## config.mk

```make
export PLATFORM = sky130hd
export DESIGN_NAME = fetch_stage
export DESIGN_NICKNAME = d
export VERILOG_FILES = /design/src/rtl/fetch_stage.sv
export SDC_FILE = /design/constraint.sdc
export NUM_CORES = 1
export LEC_CHECK = 0
export BUFFER_PORTS_ARGS = -buffer_cell sky130_fd_sc_hd__buf_2
export CORE_ASPECT_RATIO = 1.1
export CORE_MARGIN = 2
export CORE_UTILIZATION = 54
export CTS_BUF_LIST = sky130_fd_sc_hd__clkbuf_8
export DETAILED_ROUTE_END_ITERATION = 6
export GPL_ROUTABILITY_DRIVEN = 0
export MAX_ROUTING_LAYER = met4
export PLACE_DENSITY = 0.93
export SYNTH_ARGS = -nofsm -noshare
export SYNTH_HDL_FRONTEND = slang
export SYNTH_SLANG_ARGS = --single-unit
```

## constraint.sdc

```tcl
create_clock -name clk -period 2.8 [get_ports clk]
set_input_delay 0.42 -clock clk [delete_from_list [all_inputs] [get_ports clk]]
set_output_delay 0.42 -clock clk [all_outputs]
set_load 0.05 [all_outputs]
```

## src/rtl/fetch_stage.sv

```systemverilog
// Instruction fetch: owns the PC, drives imem, registers the fetched instruction and PC+4 into IF/ID.
// Latency: 1 cycle fetch->ID; a redirect decided in ID fetches its target next cycle (1 bubble).
// Backpressure: stall holds PC and IF/ID together; a redirect seen during a stall is dropped and re-presented.
module fetch_stage #(
  parameter logic [31:0] RESET_PC = 32'h80000000,
  parameter logic [31:0] IRQ_PC   = 32'h80000004,
  parameter logic [31:0] EXC_PC   = 32'h80000008
) (
  input  logic        clk,
  input  logic        reset,
  input  logic        stall,
  input  logic [2:0]  pcsrc,
  input  logic        branch_taken,
  input  logic [31:0] jr_target,
  input  logic        irq,
  output logic [31:0] imem_addr,
  input  logic [31:0] imem_rdata,
  output logic [31:0] pc,
  output logic [31:0] id_inst,
  output logic [31:0] id_pc_plus4,
  output logic        id_valid,
  output logic        id_irq
);

  logic [31:0] seq_pc;
  logic [31:0] j_tgt;
  logic [31:0] br_tgt;
  logic [31:0] redirect_tgt;
  logic        redirect;
  logic        irq_pending;

  // Increment keeps the supervisor bit; the low 31 bits wrap on their own.
  assign seq_pc = {pc[31], pc[30:0] + 31'd4};
  assign j_tgt  = {id_pc_plus4[31:28], id_inst[25:0], 2'b00};
  assign br_tgt = id_pc_plus4 + {{14{id_inst[15]}}, id_inst[15:0], 2'b00};

  assign imem_addr = pc;
  // A bubble never carries the interrupt, so EPC always names a real instruction.
  assign id_irq    = irq_pending & id_valid;

  // Next-PC select: only a valid instruction in ID may redirect; undefined codes fall through to sequential.
  always_comb begin
    redirect     = 1'b0;
    redirect_tgt = seq_pc;
    if (id_valid) begin
      case (pcsrc)
        3'b000: begin redirect = 1'b1; redirect_tgt = EXC_PC;    end
        3'b001: begin redirect = 1'b1; redirect_tgt = IRQ_PC;    end
        3'b010: begin redirect = 1'b1; redirect_tgt = j_tgt;     end
        3'b011: begin redirect = 1'b1; redirect_tgt = jr_target; end
        3'b100: begin
          if (branch_taken) begin
            redirect     = 1'b1;
            redirect_tgt = br_tgt;
          end
        end
        default: begin redirect = 1'b0; redirect_tgt = seq_pc; end
      endcase
    end
  end

  // PC and IF/ID register: reset > stall > redirect (flush to bubble) > sequential fetch.
  always_ff @(posedge clk) begin
    if (!reset) begin
      pc          <= RESET_PC;
      id_inst     <= 32'h0;
      id_pc_plus4 <= 32'h0;
      id_valid    <= 1'b0;
    end else if (stall) begin
      pc          <= pc;
      id_inst     <= id_inst;
      id_pc_plus4 <= id_pc_plus4;
      id_valid    <= id_valid;
    end else if (redirect) begin
      pc          <= redirect_tgt;
      id_inst     <= 32'h0;
      id_pc_plus4 <= 32'h0;
      id_valid    <= 1'b0;
    end else begin
      pc          <= seq_pc;
      id_inst     <= imem_rdata;
      id_pc_plus4 <= seq_pc;
      id_valid    <= 1'b1;
    end
  end

  // Pending-interrupt latch: set by any irq level, cleared when the IRQ redirect is actually taken (clear wins).
  always_ff @(posedge clk) begin
    if (!reset) begin
      irq_pending <= 1'b0;
    end else if (!stall && redirect && (pcsrc == 3'b001)) begin
      irq_pending <= 1'b0;
    end else if (irq) begin
      irq_pending <= 1'b1;
    end
  end

endmodule

```

-- Yosys cells after proc, flatten, opt, wreduce, memory -nomap -nowiden
Index checks and enable logic that the tools add are counted.
- register bits after elaboration: 98
- output and inout bits: 130
- add/subtract/negate cells: 2
- equal/unequal tests: 5
- mux-type cells: 10
- bitwise operators: 3
- reductions and logical operators: 8
- operator list (cell ; count):
    32-bit case mux with 5 select lines ; 1
    32-bit 2-to-1 mux ; 3
    31-bit 2-to-1 mux ; 2
    32-bit adder ; 1
    31-bit by 3-bit adder with 31-bit output, second input constant ; 1
    3-bit by 2-bit == test with 1-bit output, second input constant ; 2
    5-bit AND reduction ; 1
    5-bit nonzero test ; 1
    4-bit OR reduction ; 1
    3-bit by 1-bit == test with 1-bit output, second input constant ; 1
    3-bit == test, second input constant ; 1
    3-bit zero test ; 1
    1-bit 2-to-1 mux ; 3
    1-bit logical AND ; 2
    2-bit != test, second input constant ; 1
    1-bit inverter ; 2
    1-bit case mux with 2 select lines ; 1
    2-bit OR reduction ; 1
    1-bit bitwise AND ; 1
    1-bit zero test ; 1

-- Logic depth before layout (Yosys ltp)
- depth after elaboration: 7
- gate-level depth with buffers: 11
- gate-level depth less buffers: 11

-- Worst setup path after synthesis
Ideal clock, no wire load.
- path type: register -> register
- from: register id_inst[15]
- to: register pc[24], in the netlist imem_addr[24]
- setup time: 0.113 ns
- arrival: 2.747 ns
- required time: 2.687 ns
- setup slack: -0.060 ns
- cell stages (with the launch flop): 11
- path buffers: 1
- clock period less this slack: 2.860 ns
- cells stage by stage: dfxtp_1 -> ha_1 -> clkbuf_1 -> and3_1 -> and2_1 -> o21ai_1 -> nand2_1 -> o221a_2 -> o41ai_1 -> o22a_1 -> nand2_1
- longest elaborated chain between the ends: 5
- RTL lines (what ; RTL line ; RTL):
    start, declared ; 19 ; output logic [31:0] id_inst,
    start signal, assigned ; 71 ; id_inst <= id_inst;
    start signal, assigned ; 81 ; id_inst <= imem_rdata;
    32-bit adder ; 35 ; assign br_tgt = id_pc_plus4 + {{14{id_inst[15]}}, id_inst[15:0], 2'b00};
    32-bit 2-to-1 mux ; 52 ; if (branch_taken) begin
    32-bit case mux with 5 select lines ; 46 ; case (pcsrc)
    31-bit 2-to-1 mux ; 45 ; if (id_valid) begin
    31-bit 2-to-1 mux ; 74 ; end else if (redirect) begin
    end signal, assigned ; 70 ; pc <= pc;
    end signal, assigned ; 75 ; pc <= redirect_tgt;
    end signal, assigned ; 80 ; pc <= seq_pc;
    end, declared ; 18 ; output logic [31:0] pc,
No other way between the ends. The select of a mux whose other input is x is not followed.
A chain may end at the register's enable or synchronous reset.

-- Worst setup path in the final report
- from: register id_inst[6]
- to: register pc[25], in the netlist imem_addr[25]
Same word-level chain as after synthesis.

==> impl_metrics.csv <==
group,metric,value,unit
grt,grt-ovfl-total,0,
final_layout,fin_nets,1157,
power,p_leak,0.00386,µW
power,power.switching,1280,µW
sta,tightest_slew,0.841,ns
power,swShare,36.4,%
synth,ys_ff_latch,98,
route,drc_errors,0,
power,power_frac_seq,43.8,%
clock_network,root_buffer,"clkbuf_8",
die,io_pins,202,
power,intPower,2230,µW
place,dp_hpwl,16.9,mm
grt,grt_pass1_wl,35.8,mm
final_layout,antenna_cells,0,
grt,grt_pass1_vias,6992,
clock_network,cts_made_buffers,9,
final_layout,final_cell_area,8130,µm²
synth,synth_area,6860,µm²
power,clock_power_share,29.6,%
worst_setup_path,crit_fanout,6,
worst_setup_path,cp_slowest_cell,"ha_1",
clock_network,cts_max_level,3,
clock_network,clockBufferDepth,2,
synth,synthCells,891,
worst_setup_path,critPathLaunchType,"flip-flop",
clock_network,cts_sinks,98,
power,ir_drop,0.251,mV
sta,period_minus_slack,2.63,ns
power,power.density,432,nW/µm²
sta,finalHoldViolations,0,
sta,drv_slew,0,
clock_network,clk-insertion-delay-late,0.38,ns
final_layout,drive_above_1_share,26.9,%
worst_setup_path,worstPathArrival,2.92,ns
power,finalPower,3510,µW
hold_path,worstHoldPathType,"input pin to flip-flop",
worst_setup_path,cp_slowest_stage_delay,0.39,ns
die,dieArea,13600,µm²
sta,relSlewSlack,43.7,%
die,fp.coreArea,12500,µm²
synth,synth_ff_type,"dfxtp_1",
clock_network,clk_pin_slew,0.10,ns
die,die_x,111,µm
synth,async_reset_ff_share,0,%
die,fp.dieH,122,µm
worst_setup_path,cp-end-kind,"flip-flop",
synth,ys_seq_area_share,28.6,%
route,ant_nets,0,
synth,synth_edf_count,0,
route,first_pass_iters,6,
synth,syn_avg_cell_area,7.70,µm²
sta,max_freq,380,MHz
clock_network,cts_hold_buf,0,
sta,setup_viol,0,
sta,period_share,94.0,%
final_layout,synthToLayoutAreaGrowth,18.6,%
route,vias,7869,
synth,synthesis.nets,994,
outcome,status,"finished, final reports clean",
die,rows,43,
worst_setup_path,path_cells,"ha_1, a2111oi_2, o21a_1, o31a_1, o211ai_1, a311oi_2, xnor2_1, nand2_1, a221oi_1",
grt,antenna_found_initial,0,
power,p_comb_share,26.6,%
die,initial_core_util,54.9,%
route,avgViaCountPerCell,6.47,
route,routed_wl,23.4,mm
clock_network,cts_tree,"done",
sta,fin_worst_skew,0.0117,ns
route,wl_per_cell,19.2,µm
place,io_buffers,201,
route,drt_iter0_drc,1021,
place,placed_cell_area,7880,µm²
worst_setup_path,required,3.09,ns
synth,synth_cell_type_count,73,
worst_setup_path,critPathKind,"flip-flop to flip-flop",
grt,grt.total_usage,33.6,%
grt,grt_max_degree,45,
job,maxCapViolations,0,
synth,ys_warn_count,0,
final_layout,final_util,65.2,%
-- cell type report --
cell class / count / area (µm²)
Multi-Input combinational cell: 688 / 4390
Fill cell: 1042 / 4350
Sequential cell: 98 / 1970
Timing Repair Buffer: 240 / 1300
Tap cell: 157 / 196
Clock buffer: 9 / 124
Clock inverter: 7 / 92.6
Inverter: 17 / 63.8
-- flip-flops by register name (all words and copies together) (netlist names) --
register and cells:
id_pc_plus4 32, id_inst 32, id_valid 1, irq_pending 1
imem_addr 32
-- logic make-up after synthesis --
family	Yosys count	synth area share, %
compound gates	292	28.3
xor+xnor	48	6.13
fa+ha+maj	31	5.77
buf+inv	105	7.81
flops	98	28.6
mux	6	0.894
simple gates	311	22.4
-- cells in the mapped netlist (6+ instances only) --
| cell | n | area [µm²] |
|---|---|---|
| o221ai_1 | 13 | 114 |
| ha_1 | 30 | 375 |
| a21oi_1 | 99 | 495 |
| buf_4 | 34 | 255 |
| a21o_1 | 13 | 97.6 |
| inv_1 | 16 | 60.1 |
| clkbuf_1 | 45 | 169 |
| a211oi_1 | 10 | 75.1 |
| a221o_1 | 6 | 60.1 |
| nand2_1 | 59 | 221 |
| xnor2_1 | 34 | 298 |
| a22oi_1 | 24 | 180 |
| and3_1 | 44 | 275 |
| a31oi_1 | 10 | 62.6 |
| and2_1 | 7 | 43.8 |
| nor2_1 | 110 | 413 |
| o21a_1 | 7 | 52.6 |
| o21ai_0 | 38 | 190 |
| dfxtp_1 | 98 | 1960 |
| xor2_1 | 14 | 123 |
| nand2b_1 | 7 | 43.8 |
| nor3_1 | 18 | 90.1 |
| o211ai_1 | 8 | 60.1 |
| a221oi_1 | 17 | 149 |
| nor2b_1 | 6 | 37.5 |
| nand4_1 | 13 | 81.3 |
| nand3_1 | 22 | 110 |
-- placed cells by master, fill, tap and decap left out, drive strengths merged, types with 8 or more instances in the layout --
cell,netlist,layout
ha,30,30
and2,8,8
dfxtp,98,98
xnor2,34,34
buf,43,240
o21ai,41,41
inv,16,18
a221oi,17,17
nand3,23,23
nand2,59,59
a31oi,10,10
a21o,13,13
clkbuf,45,9
a22oi,24,24
nand4,14,14
a21oi,103,103
nor3,20,20
nor2,112,112
a211oi,10,10
xor2,14,14
o221ai,13,13
and3,44,44
o211ai,9,9
-- worst max-delay path: cells and delay by family (launching register included) --
kind / cells / cell delay (ns)
fa+ha+maj: 1 / 0.39
flops: 1 / 0.35
xor+xnor: 1 / 0.16
simple gates: 1 / 0.08
compound gates: 6 / 1.55
-- final timing paths --
path | slack (ns) | endpoint | from | cells after the start
min | 0.33 | imem_addr[10] | jr_target[10] | 3
max | 0.17 | imem_addr[25] | id_inst[6] | 9
min reg2reg | 0.49 | id_inst[29] | id_inst[29] | 2
max reg2reg | 0.17 | imem_addr[25] | id_inst[6] | 9
-- power by group through the flow --
stage	sequential [µW]	combinational (µW)	clock, µW
global placement	1560	900	0
detailed placement	1570	912	0
global route	1540	988	1090
CTS	1530	916	1040
floorplan	1760	472	0
finish	1540	934	1040
-- repair_timing --
action	in CTS	in global routing
endpoints found under the setup margin	0	4
gates resized for setup	0	7
hold endpoints to repair	0	0
setup buffers	0	1
-- metrics by stage --
step	hold slack (ns)	cells	setup TNS, ns	setup slack, ns
finish	0.328	1216	0	0.167
CTS	0.324	1215	0	0.122
global route	0.350	1216	-0.0643	-0.0605
global placement	0.461	1199	0	0.243
floorplan	0.511	891	0	0.0623
detailed placement	0.477	1199	0	0.158
-- per-layer routing --
metal  global-route usage, %  vias up  share of wire, %
li1                        -     3580                 -
met1                    40.3     3590                37
met2                    53.7      576                46
met3                    6.12      123                11
met4                    18.6        0               5.5
met5                       -        -                 0
Note: power is estimated with default switching activity, not from simulation.
